===== config.mk =====
export PLATFORM = sky130hd
export DESIGN_NAME = control_unit
export DESIGN_NICKNAME = d
export VERILOG_FILES = /design/src/rtl/cpu_pkg.sv /design/src/rtl/instr_class_decode.sv /design/src/rtl/control_unit.sv
export SDC_FILE = /design/constraint.sdc
export NUM_CORES = 1
export LEC_CHECK = 0
export ABC_AREA = 1
export ABC_CLOCK_PERIOD_IN_PS = 2320
export BUFFER_PORTS_ARGS = -buffer_cell sky130_fd_sc_hd__buf_2
export CORE_UTILIZATION = 32
export DETAILED_ROUTE_END_ITERATION = 7
export PLACE_DENSITY = 0.68
export SKIP_LAST_GASP = 1
export SLEW_MARGIN = 10
export SYNTH_ARGS = -nofsm -noshare
export SYNTH_HDL_FRONTEND = slang
export SYNTH_HIERARCHICAL = 1
export SYNTH_SLANG_ARGS = --single-unit

===== constraint.sdc =====
create_clock -name clk -period 2.32 [get_ports clk]
set_input_delay 0.116 -clock clk [delete_from_list [all_inputs] [get_ports clk]]
set_output_delay 0.116 -clock clk [all_outputs]
set_load 0.1 [all_outputs]

===== src/rtl/cpu_pkg.sv =====
// Shared opcode, ALU-op, state and control-word definitions for the hardwired control unit.
package cpu_pkg;

  localparam logic [4:0] OP_LD   = 5'b00000;
  localparam logic [4:0] OP_LDI  = 5'b00001;
  localparam logic [4:0] OP_ST   = 5'b00010;
  localparam logic [4:0] OP_ADD  = 5'b00011;
  localparam logic [4:0] OP_SUB  = 5'b00100;
  localparam logic [4:0] OP_AND  = 5'b00101;
  localparam logic [4:0] OP_OR   = 5'b00110;
  localparam logic [4:0] OP_ADDI = 5'b01100;
  localparam logic [4:0] OP_ANDI = 5'b01101;
  localparam logic [4:0] OP_ORI  = 5'b01110;
  localparam logic [4:0] OP_BR   = 5'b10010;
  localparam logic [4:0] OP_JR   = 5'b10011;
  localparam logic [4:0] OP_IN   = 5'b10110;
  localparam logic [4:0] OP_OUT  = 5'b10111;
  localparam logic [4:0] OP_NOP  = 5'b11010;
  localparam logic [4:0] OP_HALT = 5'b11011;

  localparam logic [4:0] ALU_NONE = 5'b00000;
  localparam logic [4:0] ALU_ADD  = 5'b00011;
  localparam logic [4:0] ALU_AND  = 5'b00101;
  localparam logic [4:0] ALU_OR   = 5'b00110;

  // T0..T7 are consecutive codes so a step advances by incrementing the state.
  typedef enum logic [3:0] {
    RESET = 4'b0000,
    T0    = 4'b0111,
    T1    = 4'b1000,
    T2    = 4'b1001,
    T3    = 4'b1010,
    T4    = 4'b1011,
    T5    = 4'b1100,
    T6    = 4'b1101,
    T7    = 4'b1110,
    HALT  = 4'b1111
  } state_t;

  typedef struct packed {
    logic ld, ldi, st, alu, imm, br, jr, in_op, out_op, nop, halt;
  } instr_class_t;

  typedef struct packed {
    logic       pc_out, mdr_out, zlow_out, zhigh_out, hi_out, lo_out;
    logic       c_out, in_port_out, ba_out, r_out;
    logic       pc_enable, inc_pc, mar_enable, mdr_enable, ir_enable, y_enable;
    logic       z_enable, r_in, con_in, out_port_enable, in_port_enable;
    logic       read, ram_write_enable, gra, grb, grc;
    logic [4:0] opcode;
  } ctrl_t;

endpackage


===== src/rtl/instr_class_decode.sv =====
// Combinational opcode decode into a one-hot instruction class plus the ALU op to issue.
// In/out are only recognised when CONTROL_IO_EN is defined; otherwise they fall to nop.
module instr_class_decode
  import cpu_pkg::*;
(
  input  logic [4:0]   op,
  output instr_class_t cls,
  output logic [4:0]   alu_op
);

  always_comb begin
    cls    = '0;
    alu_op = ALU_NONE;
    case (op)
      OP_LD:   begin cls.ld  = 1'b1; alu_op = ALU_ADD; end
      OP_LDI:  begin cls.ldi = 1'b1; alu_op = ALU_ADD; end
      OP_ST:   begin cls.st  = 1'b1; alu_op = ALU_ADD; end
      OP_ADD, OP_SUB, OP_AND, OP_OR:
               begin cls.alu = 1'b1; alu_op = op; end
      OP_ADDI: begin cls.imm = 1'b1; alu_op = ALU_ADD; end
      OP_ANDI: begin cls.imm = 1'b1; alu_op = ALU_AND; end
      OP_ORI:  begin cls.imm = 1'b1; alu_op = ALU_OR; end
      OP_BR:   begin cls.br  = 1'b1; alu_op = ALU_ADD; end
      OP_JR:   cls.jr   = 1'b1;
`ifdef CONTROL_IO_EN
      OP_IN:   cls.in_op  = 1'b1;
      OP_OUT:  cls.out_op = 1'b1;
`endif
      OP_HALT: cls.halt = 1'b1;
      default: cls.nop  = 1'b1;
    endcase
  end

endmodule


===== src/rtl/control_unit.sv =====
// Hardwired control unit: steps RESET -> T0..T7 -> T0/HALT and decodes one control word per step.
// Define CONTROL_IO_EN to enable the in/out instructions and their port strobes.
module control_unit
  import cpu_pkg::*;
(
  input  logic        clk,
  input  logic        clr,
  input  logic [31:0] IR,
  input  logic        con_ff,
  input  logic        stop,
  output logic        run,
  output logic [4:0]  opcode,
  output logic        PC_out,
  output logic        MDR_out,
  output logic        ZLow_out,
  output logic        ZHigh_out,
  output logic        HI_out,
  output logic        LO_out,
  output logic        C_out,
  output logic        in_port_out,
  output logic        BA_out,
  output logic        R_out,
  output logic        PC_enable,
  output logic        IncPC,
  output logic        MAR_enable,
  output logic        MDR_enable,
  output logic        IR_enable,
  output logic        Y_enable,
  output logic        Z_enable,
  output logic        R_in,
  output logic        con_in,
  output logic        out_port_enable,
  output logic        in_port_enable,
  output logic        Read,
  output logic        RAM_write_enable,
  output logic        Gra,
  output logic        Grb,
  output logic        Grc
);

  state_t       state;
  logic         armed;
  instr_class_t cls;
  logic [4:0]   alu_op;
  logic         last_step;
  ctrl_t        ctrl;
  logic         unused_ir;

  // Only the opcode field matters here; register fields are consumed by the datapath.
  assign unused_ir = ^IR[26:0];

  instr_class_decode u_decode (
    .op     (IR[31:27]),
    .cls    (cls),
    .alu_op (alu_op)
  );

  always_comb begin
    last_step = 1'b0;
    case (state)
      T3:      last_step = cls.jr | cls.in_op | cls.out_op | cls.nop | cls.halt;
      T5:      last_step = cls.ldi | cls.alu | cls.imm;
      T6:      last_step = cls.br;
      T7:      last_step = 1'b1;
      default: last_step = 1'b0;
    endcase
  end

  // armed holds RESET for one full cycle after clr falls before fetching.
  always_ff @(posedge clk or posedge clr) begin
    if (clr) begin
      state <= RESET;
      armed <= 1'b0;
    end else begin
      case (state)
        RESET: begin
          armed <= 1'b1;
          if (armed) state <= T0;
        end
        HALT:    state <= HALT;
        default: begin
          if (last_step) state <= (cls.halt || stop) ? HALT : T0;
          else           state <= state_t'(state + 4'd1);
        end
      endcase
    end
  end

  assign run = (state >= T0) && (state <= T7);

  always_comb begin
    ctrl = '0;
    case (state)
      T0: begin ctrl.pc_out = 1'b1; ctrl.mar_enable = 1'b1; ctrl.inc_pc = 1'b1; ctrl.pc_enable = 1'b1; end
      T1: begin ctrl.read = 1'b1; ctrl.mdr_enable = 1'b1; end
      T2: begin ctrl.mdr_out = 1'b1; ctrl.ir_enable = 1'b1; end
      T3: begin
        if (cls.ld | cls.ldi | cls.st) begin ctrl.grb = 1'b1; ctrl.ba_out = 1'b1; ctrl.y_enable = 1'b1; end
        if (cls.alu | cls.imm)         begin ctrl.grb = 1'b1; ctrl.r_out = 1'b1; ctrl.y_enable = 1'b1; end
        if (cls.br)     begin ctrl.gra = 1'b1; ctrl.r_out = 1'b1; ctrl.con_in = 1'b1; end
        if (cls.jr)     begin ctrl.gra = 1'b1; ctrl.r_out = 1'b1; ctrl.pc_enable = 1'b1; end
        if (cls.in_op)  begin ctrl.in_port_out = 1'b1; ctrl.gra = 1'b1; ctrl.r_in = 1'b1; end
        if (cls.out_op) begin ctrl.gra = 1'b1; ctrl.r_out = 1'b1; ctrl.out_port_enable = 1'b1; end
      end
      T4: begin
        if (cls.ld | cls.ldi | cls.st | cls.imm) begin ctrl.c_out = 1'b1; ctrl.z_enable = 1'b1; ctrl.opcode = alu_op; end
        if (cls.alu) begin ctrl.grc = 1'b1; ctrl.r_out = 1'b1; ctrl.z_enable = 1'b1; ctrl.opcode = alu_op; end
        if (cls.br)  begin ctrl.pc_out = 1'b1; ctrl.y_enable = 1'b1; end
      end
      T5: begin
        if (cls.ld | cls.st)             begin ctrl.zlow_out = 1'b1; ctrl.mar_enable = 1'b1; end
        if (cls.ldi | cls.alu | cls.imm) begin ctrl.zlow_out = 1'b1; ctrl.gra = 1'b1; ctrl.r_in = 1'b1; end
        if (cls.br) begin ctrl.c_out = 1'b1; ctrl.z_enable = 1'b1; ctrl.opcode = alu_op; end
      end
      T6: begin
        if (cls.ld) begin ctrl.read = 1'b1; ctrl.mdr_enable = 1'b1; end
        if (cls.st) begin ctrl.gra = 1'b1; ctrl.r_out = 1'b1; ctrl.mdr_enable = 1'b1; end
        if (cls.br && con_ff) begin ctrl.zlow_out = 1'b1; ctrl.pc_enable = 1'b1; end
      end
      T7: begin
        if (cls.ld) begin ctrl.mdr_out = 1'b1; ctrl.gra = 1'b1; ctrl.r_in = 1'b1; end
        if (cls.st) ctrl.ram_write_enable = 1'b1;
      end
      default: ctrl = '0;
    endcase
  end

  assign opcode           = ctrl.opcode;
  assign PC_out           = ctrl.pc_out;
  assign MDR_out          = ctrl.mdr_out;
  assign ZLow_out         = ctrl.zlow_out;
  assign ZHigh_out        = ctrl.zhigh_out;
  assign HI_out           = ctrl.hi_out;
  assign LO_out           = ctrl.lo_out;
  assign C_out            = ctrl.c_out;
  assign BA_out           = ctrl.ba_out;
  assign R_out            = ctrl.r_out;
  assign PC_enable        = ctrl.pc_enable;
  assign IncPC            = ctrl.inc_pc;
  assign MAR_enable       = ctrl.mar_enable;
  assign MDR_enable       = ctrl.mdr_enable;
  assign IR_enable        = ctrl.ir_enable;
  assign Y_enable         = ctrl.y_enable;
  assign Z_enable         = ctrl.z_enable;
  assign R_in             = ctrl.r_in;
  assign con_in           = ctrl.con_in;
  assign Read             = ctrl.read;
  assign RAM_write_enable = ctrl.ram_write_enable;
  assign Gra              = ctrl.gra;
  assign Grb              = ctrl.grb;
  assign Grc              = ctrl.grc;

`ifdef CONTROL_IO_EN
  assign in_port_out     = ctrl.in_port_out;
  assign out_port_enable = ctrl.out_port_enable;
  assign in_port_enable  = ctrl.in_port_enable;
`else
  logic unused_io;
  assign unused_io       = ctrl.in_port_out | ctrl.out_port_enable | ctrl.in_port_enable;
  assign in_port_out     = 1'b0;
  assign out_port_enable = 1'b0;
  assign in_port_enable  = 1'b0;
`endif

endmodule


**Word level (Yosys, flattened, before mapping)**

Index checks and enable logic that the tools add are counted.

- Bits in read-only memories: 0
- Latch bits: 0
- Output and inout port bits: 32
- Memories: 0
- RAM bits: 0
- Register bits: 5

- Bitwise gates (word level): 9
- Shift operators: 0
- Multiplexer cells: 56
- $add $sub $neg: 1
- Reductions and logical operators: 9
- $mul: 0
- Divide/modulo/power cells: 0
- Eq/ne operators: 22
- Order comparisons: 2

Operators by type and width:

| kind | count |
|---|---|
| == test 4 bit (second input constant) | 8 |
| two-way mux 1 bit | 31 |
| case mux 1 bit (2 select lines) | 10 |
| case mux 5 bit (4 select lines) | 1 |
| == test 5 x 3 -> 1 bit (second input constant) | 3 |
| == test 5 x 4 -> 1 bit (second input constant) | 3 |
| == test 5 bit (second input constant) | 3 |
| OR reduction 13 bit | 1 |
| two-way mux 4 bit | 3 |
| == test 5 x 2 -> 1 bit (second input constant) | 2 |
| two-way mux 5 bit | 2 |
| case mux 5 bit (2 select lines) | 1 |
| bitwise OR 1 bit | 9 |
| case mux 1 bit (4 select lines) | 2 |
| case mux 4 bit (2 select lines) | 1 |
| two-way mux 6 bit | 1 |
| case mux 1 bit (3 select lines) | 2 |
| == test 5 x 1 -> 1 bit (second input constant) | 1 |
| logical NOT 5 bit | 1 |
| OR reduction 5 bit | 1 |
| adder 4 x 1 -> 4 bit (second input constant) | 1 |
| == test 4 x 3 -> 1 bit (second input constant) | 1 |
| greater-or-equal comparator 4 x 3 -> 1 bit (second input constant) | 1 |
| less-or-equal comparator 4 bit (second input constant) | 1 |
| 7 further kinds | 9 |

**Longest topological paths before layout**

- Depth after elaboration: 8
- Gate-level depth with buffers: 13
- Gate-level depth less buffers: 13

**Modules after synthesis**

Netlist, hierarchy kept.

Modules (own cells, without submodules):

| module | cells each | area an instance (sq um) | instances |
|---|---|---|---|
| control_unit | 131 | 803.3 | 1 |
| instr_class_decode | 52 | 260.2 | 1 |

**Least setup slack after synthesis**

OpenSTA, ideal clock, no wires.

- Path type: flip-flop to output port
- Start: reg state[0]
- End: out MAR_enable
- Data arrival time: 2.969 ns
- Cell stages (with the launch flop): 5
- Setup slack: -0.765 ns
- Required time: 2.204 ns
- Buffers on the path: 0
- Path through: dfrtp_1 > inv_1 > ha_1 > nand3_1 > o21ai_0

- Cells in the longest elaborated chain, start to end: 2
- Elaborated cells between the ends (all ways): 3
- Classes of those cells: eq/ne (2); mux (1)

RTL lines:

| item | line | source |
|---|---|---|
| start, declared | control_unit.sv:41 | `state_t state;` |
| start signal, assigned | control_unit.sv:82 | `if (last_step) state <= (cls.halt \|\| stop) ? HALT : T0;` |
| start signal, assigned | control_unit.sv:83 | `else state <= state_t'(state + 4'd1);` |
| == test 4 bit or == test 4 x 3 -> 1 bit (tied branches) | control_unit.sv:93 | `case (state)` |
| case mux 1 bit (2 select lines) * | control_unit.sv:93 |  |
| end, declared | control_unit.sv:25 | `output logic MAR_enable,` |

Every way passes the cells marked *; elsewhere a longest branch is shown, timed or not.

**Worst setup path after layout**

- Start: reg state[0]
- End: out Gra

- Cells in the longest elaborated chain, start to end: 2
- Elaborated cells between the ends (all ways): 5
- Classes of those cells: eq/ne (4); mux (1)

RTL lines:

| item | line | source |
|---|---|---|
| == test 4 bit | control_unit.sv:93 |  |
| case mux 1 bit (4 select lines) * | control_unit.sv:93 |  |
| end, declared | control_unit.sv:36 | `output logic Gra,` |

Marked as above.

==> impl_metrics.toml <==
[global_route]
grt_first_pass_wirelength_um = 4370
gr-total-overflow = 0
grt_pass1_vias = 996
grt_usage_pct = 15.7
antenna_found_initial = 0
grt_max_degree = 8

[final_layout]
drive_above_1_share_pct = 34.5
num_antenna_cells = 0
syn2layout_area_growth_pct = 28.2
design_area_um2 = 1360
num-nets-final = 261
fin_cells = 264

[timing]
setup-violations-final = 0
hold_viol = 0
slew_violations = 0
rsz0062_at_grt = "false"
fin_crit_ns = 2.12
fin_skew_ns = 0.00480
timing.fmax_mhz = 472
max-slew-margin-rel_pct = 21.2
setup_slack_ns = 0.201
finalCritPeriodShare_pct = 91.4
setup_tns_ns = 0
tightest_slew_ns = 1.17

[die]
start_util_pct = 34.3
die_h_um = 59.7
core_um2 = 3100
num_io_pins = 68
die_area_um2 = 3560
die_w_um = 59.7
rows = 20

[outcome]
status = "completed"

[clocking]
cts.htree.levels = 1
cts_buffers = 3
clock-sinks = 5
cts_root_buffer = "clkbuf_4"
postCtsSetupBuffers = 0
clockBufferDepth = 2
clk_latency_ns = 0.24
clk_pin_slew_ns = 0.04
cts_tree = "yes"

[setup_path]
startpoint_type = "register"
r2r_start = "state[0]$_DFFE_PP0P_"
r2r_cells = 10
rrSetupSlack_ns = 0.78
cp_data_arrival_time_ns = 2.00
r2r-end = "state[0]$_DFFE_PP0P_"
cp-end-kind = "primary output"
cp_max_fo = 4
critical_path_class = "reg -> out"
crit_required_ns = 2.20

[power]
vdd_drop_max_v = 0.000401
finalPower_w = 0.00148
leakage_nw = 0.809
power_density_nw_per_um2 = 1090

[route]
wl_met3_um = 119
met2_length_um = 1140
drtIter0Drc = 77
first_pass_iters = 4
met1Wirelength_um = 1390
drc = 0
maxUsedRoutingLayer = "met3"
routed_wl_um = 2650
post_drt_via_cell_ratio = 4.41
post_drt_wl_per_cell_um = 10.0
drt.antenna.violating_nets = 0
num_vias = 1165

[yosys]
synth_fa_ha_area_share_pct = 4.71
synthXorXnorAreaFrac_pct = 0.824
synth_seq_cells = 5
yosysUniqueCellTypes = 27
post_synth.cell_area_avg_um2 = 5.81
seq_area_frac_synth_pct = 11.8
synth-compound-area-share_pct = 13.4
syn-cell-area_um2 = 1060
synth_top_family_by_area = "simple AND/OR/NAND/NOR gates"
syn-instance-count = 183
yosysWarningCount = 6
synthMuxAreaShare_pct = 0
synthSimpleGateAreaFrac_pct = 46.7

[placed_design]
port-buffer-count = 32
place_area_um2 = 1330
post-dp-hpwl_um = 2200
pre_cts_ws_ns = 0.428
gp_congestion = 0.819
numPlacedInstances = 259

[min_path]
hold_end = "state[3]$_DFFE_PP0P_"
hold_path.startpoint = "stop"
holdCritPathClass = "in -> reg"
min_path_cells = 4

[job]
drv_cap = 0
cell families after synthesis:
logic type                 count (synthesis)
xor gates and xnor gates                   1
and+or+nand+nor                           99
AOI/OAI and AO/OA                         20
buffers and inverters                     52
other                                      2
DFF                                        5
adders and majority gates                  4
power by group:
group | total [W] | internal, W | leakage [nW] | switching (W)
logic | 0.00118 | 0.000245 | 0.738 | 0.000937
clock network | 0.000101 | 0.0000651 | 0.0150 | 0.0000363
registers | 0.000197 | 0.000133 | 0.0552 | 0.0000648
metrics by stage:
stage               hold slack [ns]  utilization (%)
floorplan                    -0.105                -
global placement             0.0122             42.7
detailed placement           0.0224             42.7
CTS                           0.195             43.9
global route                  0.214             44.0
finish                        0.183             44.0
flip-flops by register name, indices dropped and copies added, names as in the netlist:
signal  flops
state       4
armed       1
cell usage after synthesis:
library cell   n  area, um^2
nand2_1       35         131
inv_1         29         109
nand3_1       20         100
nor2_1        20        75.1
inv_2         11        41.3
buf_4         10        75.1
o21ai_1        7        35.0
a21boi_2       5        56.3
dfrtp_1        5         125
nor2_2         5        31.3
ha_1           4        50.1
nand2_2        4        25.0
nand4_1        4        25.0
nand2_4        3        33.8
nand3_2        3        30.0
nor2_4         3        33.8
o21ai_0        3        15.0
clkinv_1       2        7.51
conb_1         2        7.51
a21oi_1        1        5.00
a21oi_2        1        8.76
a32oi_1        1        8.76
nor3_1         1        5.00
o211ai_1       1        7.51
o22ai_1        1        6.26
or2_2          1        6.26
xor2_1         1        8.76
final cells by class:
class,instances,area [um^2]
well taps,44,55.1
multi-input cells,134,752
repair buffers,35,248
clock buffers,4,26.3
fillers,344,1740
flip-flops and latches,5,125
inverters,42,158
critical path: stages, from the launching register on:
cell     delay (ns)
dfrtp_1        0.42
inv_1          0.15
ha_1           0.22
nand3_1        0.15
inv_2          0.13
nand2_1        0.09
nand2_1        0.08
inv_2          0.04
nand3_1        0.07
buf_2          0.43
worst max path at each step:
| stage | from | endpoint | slack [ns] | depth (start not counted) |
|---|---|---|---|---|
| after floorplan | IR[29] | PC_out | -0.02 | 5 |
| after global placement | state[0]$_DFFE_PP0P_ | R_in | 0.42 | 9 |
| after detailed placement | IR[29] | Y_enable | 0.43 | 11 |
| after CTS | state[0]$_DFFE_PP0P_ | R_in | 0.17 | 9 |
| after global routing | state[0]$_DFFE_PP0P_ | Gra | 0.05 | 9 |
| final | state[0]$_DFFE_PP0P_ | Gra | 0.20 | 9 |
what timing repair did:
| item | CTS | global route |
|---|---|---|
| hold buffers | 1 | 0 |
| endpoints found under the setup margin | 0 | 1 |
| gates resized for setup | 0 | 1 |
| endpoints found under the hold margin | 5 | 0 |
per-layer routing:
layer,GRT usage [%],vias to the layer above
li1,-,626
met1,23.1,504
met3,2.60,0
met2,25.4,35
met5,0,-
met4,0,0
layout by cell type, fill, tap and decap left out:
cell	n
a21oi_2	1
clkbuf_1	1
o211ai_1	1
nand2_4	3
buf_4	2
nor2_2	6
buf_12	4
buf_2	27
a32oi_2	1
inv_2	11
dfrtp_1	5
o22ai_2	1
xor2_1	1
a21boi_2	5
nand4_1	4
o21ai_0	2
nand2_1	35
nand3_2	3
a21oi_1	1
nor2_4	3
nor3_1	1
nor2_1	19
or2_2	1
o21ai_1	8
ha_1	4
dlygate4sd3_1	1
clkbuf_4	4
clkinv_1	2
inv_1	29
nand3_1	20
nand2_2	4
conb_1	10
No activity file was read; power rests on OpenSTA's default activity.
